### src/rtl/cpu_player.sv
// rtl/cpu_player.sv - paced pseudo-random press generator acting as the CPU tug-of-war player
// Optional feature macro: CPU_PLAYER_PRESS_COUNT_EN builds the saturating press counter.
module cpu_player #(
  parameter int TICK_DIV = 5_000_000,
  parameter int MIN_GAP  = 1
) (
  input  logic       Clock,
  input  logic       Reset,
  input  logic       enable,
  input  logic [9:0] level,
  output logic       press,
  output logic [9:0] lfsr,
  output logic [7:0] press_count
);

  localparam int               DIV_W    = $clog2(TICK_DIV);
  localparam logic [DIV_W-1:0] DIV_LAST = DIV_W'(TICK_DIV - 1);
  localparam logic [3:0]       GAP_LOAD = 4'(MIN_GAP);

  logic [DIV_W-1:0] r_div_cnt;
  logic [9:0]       r_lfsr;
  logic [3:0]       r_gap_cnt;
  logic             r_press;

  logic             w_tick;
  logic             w_fire;
  logic [9:0]       w_lfsr_next;

  // One decision tick per prescaler wrap; the decision uses the pre-advance LFSR value.
  assign w_tick      = (r_div_cnt == DIV_LAST);
  assign w_lfsr_next = {r_lfsr[8:0], ~(r_lfsr[9] ^ r_lfsr[6])};
  assign w_fire      = w_tick && enable && (r_gap_cnt == 4'd0) && (level > r_lfsr);

  // Free-running prescaler, independent of enable so pacing never drifts.
  always_ff @(posedge Clock or negedge Reset) begin
    if (!Reset) begin
      r_div_cnt <= '0;
    end else if (w_tick) begin
      r_div_cnt <= '0;
    end else begin
      r_div_cnt <= r_div_cnt + DIV_W'(1);
    end
  end

  // XNOR LFSR stepping once per tick; all-ones lock-up is unreachable from zero.
  always_ff @(posedge Clock or negedge Reset) begin
    if (!Reset) begin
      r_lfsr <= 10'h000;
    end else if (w_tick) begin
      r_lfsr <= w_lfsr_next;
    end
  end

  // Press decision and cooldown: gap_cnt == 0 is READY, nonzero is COOLDOWN.
  always_ff @(posedge Clock or negedge Reset) begin
    if (!Reset) begin
      r_gap_cnt <= 4'd0;
      r_press   <= 1'b0;
    end else begin
      r_press <= w_fire;
      if (w_tick) begin
        if (!enable) begin
          r_gap_cnt <= 4'd0;
        end else if (r_gap_cnt != 4'd0) begin
          r_gap_cnt <= r_gap_cnt - 4'd1;
        end else if (level > r_lfsr) begin
          r_gap_cnt <= GAP_LOAD;
        end
      end
    end
  end

`ifdef CPU_PLAYER_PRESS_COUNT_EN
  logic [7:0] r_press_count;

  // Saturating count of issued presses, stepping on the edge that raises press.
  always_ff @(posedge Clock or negedge Reset) begin
    if (!Reset) begin
      r_press_count <= 8'd0;
    end else if (w_fire && (r_press_count != 8'hFF)) begin
      r_press_count <= r_press_count + 8'd1;
    end
  end

  assign press_count = r_press_count;
`else
  assign press_count = 8'd0;
`endif

  assign press = r_press;
  assign lfsr  = r_lfsr;

endmodule

### config.mk
export PLATFORM = sky130hd
export DESIGN_NAME = cpu_player
export DESIGN_NICKNAME = d
export VERILOG_FILES = /design/src/rtl/cpu_player.sv
export SDC_FILE = /design/constraint.sdc
export NUM_CORES = 1
export LEC_CHECK = 0
export ABC_AREA = 0
export CORE_UTILIZATION = 54
export CTS_CLUSTER_SIZE = 20
export DETAILED_ROUTE_END_ITERATION = 10
export HOLD_SLACK_MARGIN = 0.03
export PLACE_DENSITY = 0.79
export SETUP_SLACK_MARGIN = 0.2
export SYNTH_ARGS = -nofsm -noshare
export SYNTH_HDL_FRONTEND = slang
export SYNTH_SLANG_ARGS = --single-unit
### constraint.sdc
create_clock -name Clock -period 2.5 [get_ports Clock]
set_clock_uncertainty 0.15 [all_clocks]
set_input_delay 0.25 -clock Clock [delete_from_list [all_inputs] [get_ports Clock]]
set_output_delay 0.25 -clock Clock [all_outputs]
set_load 0.01 [all_outputs]
==> flow_summary.yaml, run 1 <==
sta:
  fin_ws_ps: 290
  setup_violations: 0
  rsz0062_at_grt: "false"
  tightestPinTransition_ps: 816
  period_share_pct: 88.4
  clock.fmax_mhz: 452
  slew_headroom_pct: 45.6
  period_needed_ps: 2210
  hold_violations: 0
  finalMaxSlewViolations: 0
placement:
  place.gp.congestion: 0.807
  post-place-ws_ps: -80.7
  dp.cells: 282
  dpl.hpwl_um: 2860
  port-buffer-count: 23
  postPlaceCellArea_um2: 2360
floorplanning:
  die-width_um: 65.6
  start_util_pct: 57.9
  die_height_um: 65.6
  io_pins: 32
  die_area_um2: 4300
  rows: 22
  core_area_um2: 3770
drt:
  met1Wirelength_um: 1900
  route.detailed.wl_per_inst_um: 13.5
  wl_met2_um: 1790
  ant_nets: 0
  dr.pass1.iters: 4
  wl_met3_um: 137
  drc: 0
  vias_per_cell: 5.37
  drt_wl_total_um: 3930
  drt_iter0_drc: 65
  route.vias.total: 1563
  top_layer_used: "met4"
critical_path:
  cp_max_fo: 3
  crit_required_ps: 2530
  path_class: "flop to flop"
  worstSetupEndpointType: "flop"
  worst_ep_arrival_time_ps: 2240
  critPathLaunchType: "flop"
clock_tree:
  cts_max_path_buffers: 2
  clk_pin_slew_ps: 70
  cts_sinks: 38
  cts_buffers: 5
  insertion_delay_ps: 290
  cts-root-buf: "clkbuf_8"
  ctsHtreeMaxLevel: 2
  cts_tree: "yes"
logic_synthesis:
  mappedNetlistArea_um2: 2180
  synth_compound_area_share_pct: 8.14
  synthFlopType: "dfrtp_1"
  ys_warn_count: 0
  synth_edf_count: 0
  async_reset_ff_share_pct: 100
  ys_types: 39
  synthAdderAreaFrac_pct: 7.45
  yosysSeqAreaShare_pct: 43.6
  syn_inst: 223
  ys_seq_elements: 38
  yosys.area_share.simple_pct: 22.9
  synth_xor_area_share_pct: 7.22
  synth_top_family_by_area: "simple AND/OR/NAND/NOR gates"
  syn_area_per_cell_um2: 9.79
  muxShareOfSynthArea_pct: 0.974
hold_path:
  hold_path_class: "flop to flop"
layout:
  antenna_cells: 0
  fin_area_um2: 2480
  drive_gt1_share_pct: 9.05
  areaGrowthSynthToFinish_pct: 13.8
  stdcell_count: 291
  fin_nets: 268
  n_fill_cell: 338
  finish.utilization_pct: 65.9
  final_cell_mix: "38 x dfrtp_1, 22 x clkdlybuf4s50_1, 21 x nand2_1"
  mostFrequentLayoutCell: "dfrtp_1"
pwr:
  p_per_area_nw_per_um2: 475
  power.total_mw: 1.18
  p_leak_nw: 1.07
  vdd_ir_drop_max_mv: 0.476
global_route:
  antenna_found_initial: 0
  grt-ovfl-total: 0
  track_usage_pct: 20.9
  grt_pass1_vias: 1572
  grt_first_pass_wirelength_um: 6780
  grt_max_degree: 39
flow_run:
  cap_viol_max_count: 0
run_status:
  status: "finished clean"
-- stage by stage --
step | setup TNS [ps] | hold slack, ps
final | 0 | 354
after global routing | 0 | 380
after CTS | 0 | 368
after detailed placement | -80.7 | 254
after global placement | 0 | 249
after floorplan | 0 | -196
-- repair_timing --
item / 4_1_cts / 5_1_grt
gates resized for setup: 1 / 2
buffers inserted: 0 / 0
hold endpoints to repair: 38 / 0
pin swaps: 0 / 1
setup endpoints to repair: 1 / 2
hold buffers: 1 / 0
-- report_power, final --
| group | internal, mW | leakage [nW] | switching, mW |
|---|---|---|---|
| combinational | 0.0291 | 0.498 | 0.0346 |
| sequential | 0.614 | 0.511 | 0 |
| clock | 0.293 | 0.0579 | 0.210 |
-- state kept, by name, summed over array words and instances, names as in the netlist --
name / flops
press: 1
r_div_cnt: 23
lfsr: 10
r_gap_cnt: 4
-- synthesized netlist by cell type, types with 2 or more instances --
cell type | n | area [µm²]
a21oi_1 | 5 | 25.0
buf_4 | 19 | 143
xnor2_1 | 13 | 114
nand4_1 | 4 | 25.0
buf_2 | 2 | 10.0
nand3_1 | 11 | 55.1
xor2_1 | 5 | 43.8
nor2_1 | 10 | 37.5
nor2b_1 | 3 | 18.8
nor4_2 | 2 | 25.0
nor4b_2 | 2 | 30.0
and4_1 | 3 | 26.3
or3_1 | 3 | 18.8
nand4_2 | 2 | 25.0
nand2_1 | 21 | 78.8
ha_1 | 13 | 163
o21ai_0 | 20 | 100
nor3b_1 | 3 | 22.5
o21ai_1 | 2 | 10.0
inv_1 | 14 | 52.6
and3_1 | 5 | 31.3
nor3_1 | 4 | 20.0
dfrtp_1 | 38 | 951
a211oi_1 | 2 | 15.0
nand2b_1 | 3 | 18.8
-- worst paths after layout --
| check | depth (start not counted) | end | slack [ps] | from |
|---|---|---|---|---|
| min reg2reg | 1 | r_div_cnt[4] | 350 | r_div_cnt[4] |
| max reg2reg | 7 | r_gap_cnt[0] | 290 | lfsr[9] |
| min in group asynchronous | 2 | lfsr[4] | 450 | Reset |
| max | 7 | r_gap_cnt[0] | 290 | lfsr[9] |
| max in group asynchronous | 2 | r_div_cnt[20] | 1230 | Reset |
| min | 1 | r_div_cnt[4] | 350 | r_div_cnt[4] |
-- final cells by class --
cell class / count / area [µm²] / area share [%]
multi-input cells: 156 / 1050 / 42.4
flip-flops and latches: 38 / 951 / 38.3
repair buffers: 27 / 258 / 10.4
clock buffers: 5 / 68.8 / 2.77
well taps: 48 / 60.1 / 2.42
inverters: 14 / 52.6 / 2.11
clock inverters: 3 / 40.0 / 1.61
-- cells by family (layout without fill, tap and decap cells) --
kind of cell | Yosys count | after routing
AO/OA/AOI/OAI | 32 | 32
XOR/XNOR | 18 | 18
adder cells (fa/ha/maj) | 13 | 13
buffers and inverters | 36 | 49
flip-flops | 38 | 38
multiplexers | 2 | 2
other | 1 | 8
AND/OR/NAND/NOR | 83 | 83
-- critical path, cell delays in order, from the launching register on --
cell	delay (ps)
dfrtp_1	400
inv_1	70
ha_1	310
and4_1	210
a2111oi_2	410
buf_4	180
o21ai_0	100
a41o_1	280
-- layer usage --
metal,up-vias,track usage [%]
li1,785,-
met1,740,26.0
met2,30,33.5
met3,8,4.69
met4,0,11.4
met5,-,0
Power figures use the tool's default switching activity.
==> run 2, diff against run 1 <==
--- a/config.mk
+++ b/config.mk
@@ -5,12 +5,12 @@
 export SDC_FILE = /design/constraint.sdc
 export NUM_CORES = 1
 export LEC_CHECK = 0
-export ABC_AREA = 0
-export CORE_UTILIZATION = 54
+export ABC_AREA = 1
+export CORE_UTILIZATION = 55
 export CTS_CLUSTER_SIZE = 20
 export DETAILED_ROUTE_END_ITERATION = 10
 export HOLD_SLACK_MARGIN = 0.03
-export PLACE_DENSITY = 0.79
+export PLACE_DENSITY = 0.8
 export SETUP_SLACK_MARGIN = 0.2
 export SYNTH_ARGS = -nofsm -noshare
 export SYNTH_HDL_FRONTEND = slang
==> run 2 against run 1 <==
- global-route usage rose by 1.9 points
- critical path depth rose by 1
- first-iteration DRC count rose by 31%
- highest routed layer unchanged
- critical endpoint is now r_div_cnt[9]
- final cell count rose by 32%
- via count rose by 24%
- synthesized cell count rose by 41%
- count of clock-buffer cells in the layout rose by 1
==> flow_summary.yaml, run 2 <==
run_status:
  status: "finished clean"
layout:
  drive_gt1_share_pct: 9.28
  fin_area_um2: 2710
  largest_register: "r_div_cnt"
  areaGrowthSynthToFinish_pct: 10.6
  largest_reg_flops: 23
  mostFrequentLayoutCell: "nand2_1"
  n_fill_cell: 377
  final_cell_mix: "72 x nand2_1, 51 x inv_1, 38 x dfrtp_1"
  fin_nets: 360
  antenna_cells: 0
logic_synthesis:
  mappedNetlistArea_um2: 2450
  synthFlopType: "dfrtp_1"
  syn_area_per_cell_um2: 7.78
  synth.area.top_cells: "dfrtp_1 39%, nand2_1 11%, inv_1 7.8%, ha_1 6.6%, buf_4 5.2%"
  ys_types: 30
  yosysSeqAreaShare_pct: 38.8
  ys_warn_count: 0
  synth_edf_count: 0
  synth_top_cell_by_area: "dfrtp_1"
  yosys.cell_count.top_type: "nand2_1"
  ys_seq_elements: 38
  syn_inst: 315
  async_reset_ff_share_pct: 100
  yosys-top-cells-count: "72 x nand2_1, 51 x inv_1, 38 x dfrtp_1"
  yosysTopAreaCellShare_pct: 38.8
hold_path:
  hold_path_class: "flop to flop"
floorplanning:
  start_util_pct: 59.1
  rows: 23
  die_height_um: 68.7
  die-width_um: 68.7
  io_pins: 32
  die_area_um2: 4730
  core_area_um2: 4140
critical_path:
  crit_chain: "ha_1, nand3_4, nor2_4, nand2_1, nor2_4, inv_1, o21ai_0, a21oi_1"
  cp_common_cell: "nor2_4"
  crit_path_max_incr_delay_ps: 410
  crit_required_ps: 2530
  path_class: "flop to flop"
  worst_ep_arrival_time_ps: 2070
  critPathSlowestCell: "dfrtp_1"
  critPathLaunchType: "flop"
  worstSetupEndpointType: "flop"
  cp_max_fo: 14
global_route:
  grt_max_degree: 39
  grt_first_pass_wirelength_um: 7890
  grt-ovfl-total: 0
  track_usage_pct: 22.8
  antenna_found_initial: 0
  grt_pass1_vias: 1868
clock_tree:
  insertion_delay_ps: 290
  cts-root-buf: "clkbuf_8"
  cts_buffers: 5
  cts_sinks: 38
  cts_tree: "yes"
  clk_pin_slew_ps: 70
  ctsHtreeMaxLevel: 2
  cts_max_path_buffers: 2
placement:
  place.gp.congestion: 0.876
  post-place-ws_ps: 442
  port-buffer-count: 23
  postPlaceCellArea_um2: 2620
  dpl.hpwl_um: 3440
pwr:
  p_leak_nw: 1.33
  power.total_mw: 1.09
  vdd_ir_drop_max_mv: 0.287
  p_per_area_nw_per_um2: 401
drt:
  route.detailed.wl_per_inst_um: 11.8
  drt_iter0_drc: 85
  route.vias.total: 1935
  ant_nets: 0
  drc: 0
  dr.pass1.iters: 4
  vias_per_cell: 5.04
  drt_wl_total_um: 4510
sta:
  fin_tns_setup_ps: 0
  slew_headroom_pct: 44.4
  hold_violations: 0
  rsz0062_at_grt: "false"
  fin_ws_ps: 453
  tightestPinTransition_ps: 834
  setup_violations: 0
  period_share_pct: 81.9
  period_needed_ps: 2050
  clock.fmax_mhz: 488
  finalMaxSlewViolations: 0
flow_run:
  cap_viol_max_count: 0
run 2: cell count changes after synthesis, sizes merged, moves of 5 or more:
cell	before	now
nand2	22	76
o21ai	22	13
nor3	5	10
xnor2	13	4
xor2	5	11
inv	14	55
and3	5	0
nor2	10	35
nand3	11	22
run 2: where the power goes:
part | internal [mW] | total, mW | leakage [nW] | switching, mW
clock network | 0.191 | 0.411 | 0.0373 | 0.220
registers | 0.614 | 0.614 | 0.511 | 0
logic | 0.0268 | 0.0606 | 0.786 | 0.0338
total | 0.832 | 1.09 | 1.33 | 0.254
run 2: timing repair:
action,CTS,global route
hold buffers,1,0
gates resized for setup,0,0
setup buffers,0,0
hold endpoints to repair,38,0
run 2: per-stage QoR:
step / utilization (%) / hold WS, ps / std cells
after detailed placement: 63.2 / 245 / 376
after CTS: 65.4 / 375 / 384
final: 65.4 / 367 / 384
after global routing: 65.4 / 407 / 384
after floorplan: - / -196 / 322
after global placement: 63.2 / 243 / 376
run 2: path summary, 6_finish.rpt:
kind	from	endpoint	slack, ps	depth (start not counted)
setup / recovery	r_div_cnt[0]	r_div_cnt[9]	450	8
hold / removal	r_gap_cnt[3]	r_gap_cnt[3]	370	2
setup reg to reg	r_div_cnt[0]	r_div_cnt[9]	450	8
hold reg to reg	r_gap_cnt[3]	r_gap_cnt[3]	370	2
max in group asynchronous	Reset	r_div_cnt[15]	1230	2
min in group asynchronous	Reset	lfsr[5]	440	2
run 2: final cells by class:
type                    instances  area [µm²]  area share [%]
clock buffers                   6        72.6            2.68
clock inverters                 1        7.51           0.277
inverters                      55         206            7.62
multi-input cells             209        1170            43.0
flip-flops and latches         38         951            35.1
well taps                      50        62.6            2.31
repair buffers                 25         243            8.96
run 2: layer usage:
layer  routed length, µm  up-vias  global-route usage (%)
met5                   0        -                       0
met3                 187       10                    4.11
met2                2190       37                    41.1
met1                2050      900                    26.7
li1                    -      988                       -
met4                  80        0                    9.18
run 2: kinds of logic (layout without fill, tap and decap cells):
kind of cell / after synthesis / count (layout) / synth area share [%]
AO/OA/AOI/OAI: 19 / 19 / 4.03
XOR/XNOR: 15 / 15 / 5.36
adder cells (fa/ha/maj): 13 / 13 / 6.64
buffers and inverters: 75 / 87 / 14.7
flip-flops: 38 / 38 / 38.8
other: 1 / 8 / 0.153
AND/OR/NAND/NOR: 154 / 154 / 30.3
run 2: worst max-delay path: cells and delay by family, from the launching register on:
family,cells,cell delay [ps]
AO/OA/AOI/OAI,2,200
adder cells (fa/ha/maj),1,260
buffers and inverters,1,280
flip-flops,1,410
AND/OR/NAND/NOR,4,640
==> run 3, diff against run 2 <==
==> constraint.sdc (replaced) <==
create_clock -name Clock -period 2.11 [get_ports Clock]
set_clock_uncertainty 0.15 [all_clocks]
set_input_delay 0.211 -clock Clock [delete_from_list [all_inputs] [get_ports Clock]]
set_output_delay 0.211 -clock Clock [all_outputs]
set_load 0.01 [all_outputs]
==> run 3 against run 2 <==
- global-route usage is 1.2 points higher
- largest cell class unchanged
- die area unchanged
- first-iteration DRC count up 35%
- sequential power rose by 19%
- critical path depth is 1 higher
- combinational power rose by 33%
- register-to-register slack worse by 180 ps
- sequential share of layout area decreased by 1.8 points
- routed wire length increased by 4.9%
==> flow_summary.yaml, run 3 (synthesis results as in run 2) <==
drt:
  route.vias.total: 1953
  ant_nets: 0
  route.detailed.wl_per_inst_um: 12.0
  drt_iter0_drc: 115
  dr.pass1.iters: 4
  drt_wl_total_um: 4740
  drc: 0
  vias_per_cell: 4.97
placement:
  dp.cells: 379
  dpl.hpwl_um: 3460
  post-place-ws_ps: 91.8
  port-buffer-count: 23
  place.gp.congestion: 0.890
layout:
  stdcell_count: 393
  final_cell_mix: "72 x nand2_1, 50 x inv_1, 38 x dfrtp_1"
  antenna_cells: 0
  largest_reg_flops: 23
  fin_nets: 368
  drive_gt1_share_pct: 14.0
  areaGrowthSynthToFinish_pct: 16.4
  largest_register: "r_div_cnt"
  mostFrequentLayoutCell: "nand2_1"
  n_fill_cell: 358
clock_tree:
  cts_max_path_buffers: 2
  insertion_delay_ps: 300
  cts_buffers: 5
  cts-root-buf: "clkbuf_8"
  cts_sinks: 38
  clk_pin_slew_ps: 80
  cts_tree: "yes"
  ctsHtreeMaxLevel: 2
sta:
  hold_violations: 0
  whs_ps: 108
  rsz0062_at_grt: "false"
  clock.fmax_mhz: 545
  finalMaxSlewViolations: 0
  period_needed_ps: 1840
  period_share_pct: 87.0
  fin_tns_setup_ps: 0
  setup_violations: 0
  fin_ws_ps: 274
critical_path:
  worst_ep_arrival_time_ps: 1880
  reg2reg_from: "r_div_cnt[0]"
  path_class: "flop to flop"
  cp_max_fo: 5
  critPathLaunchType: "flop"
  worstSetupEndpointType: "flop"
  crit_required_ps: 2150
  crit_start: "r_div_cnt[0]"
  r2r.worst_path.cells: 9
global_route:
  grt_pass1_vias: 1938
  grt_first_pass_wirelength_um: 8160
  grt-ovfl-total: 0
  grt_max_degree: 18
  antenna_found_initial: 0
  track_usage_pct: 24.1
floorplanning:
  die_area_um2: 4730
  rows: 23
  start_util_pct: 59.1
  die_height_um: 68.7
  core_area_um2: 4140
  die-width_um: 68.7
  io_pins: 32
pwr:
  vdd_ir_drop_max_mv: 0.339
  p_leak_nw: 1.40
  p_per_area_nw_per_um2: 490
hold_path:
  hold_path_class: "input pin to asynchronous set/reset pin"
flow_run:
  cap_viol_max_count: 0
run_status:
  status: "finished clean"
## run 3: cell type report
| type | count | area, µm² | area share [%] |
|---|---|---|---|
| multi-input cells | 209 | 1210 | 42.5 |
| flip-flops and latches | 38 | 951 | 33.3 |
| repair buffers | 32 | 299 | 10.5 |
| inverters | 55 | 210 | 7.37 |
| clock buffers | 8 | 110 | 3.86 |
| well taps | 50 | 62.6 | 2.19 |
| repair inverters | 1 | 7.51 | 0.263 |
## run 3: path summary, 6_finish.rpt
kind                                  to  slack (ps)
setup / recovery            r_div_cnt[3]         270
hold / removal                   lfsr[8]         110
setup reg to reg            r_div_cnt[3]         270
hold reg to reg             r_gap_cnt[3]         360
max in group asynchronous  r_div_cnt[16]        1250
min in group Clock          r_gap_cnt[3]         360
## run 3: repair_timing
item | in CTS | in global routing
endpoints found under the setup margin | 3 | 19
hold buffers | 1 | 0
resized for setup | 2 | 9
hold endpoints to repair | 38 | 0
setup buffers | 2 | 2
gates cloned | 1 | 0
pin swaps | 1 | 6
## run 3: worst max-delay path, stage by stage (launching register included)
cell and delay (ps):
dfrtp_1 430, ha_4 180, nand3_4 110, nor2_4 110, nand2_1 90, nor2_4 200, buf_4 160, clkinvlp_4 150
nand3_1 100, inv_1 40
## run 3: report_power, final
part           internal [mW]  switching [mW]
Combinational         0.0363          0.0443
Clock                  0.330           0.259
Sequential             0.728               0
## run 3: layer usage
metal | vias up | part of all wire, % | track usage [%]
li1 | 1004 | - | -
met1 | 890 | 46 | 29.6
met2 | 46 | 48 | 40.0
met3 | 13 | 4.1 | 5.43
met4 | 0 | 2.7 | 11.2
met5 | - | 0 | 0
## run 3: stage by stage
step / area (µm²) / power (mW) / util (%)
final: 2850 / 1.40 / 68.8
after detailed placement: 2640 / 0.817 / 63.7
after CTS: 2790 / 1.41 / 67.3
after global routing: 2850 / 1.46 / 68.8
after floorplan: 2480 / 0.783 / -
after global placement: 2640 / 0.817 / 63.7
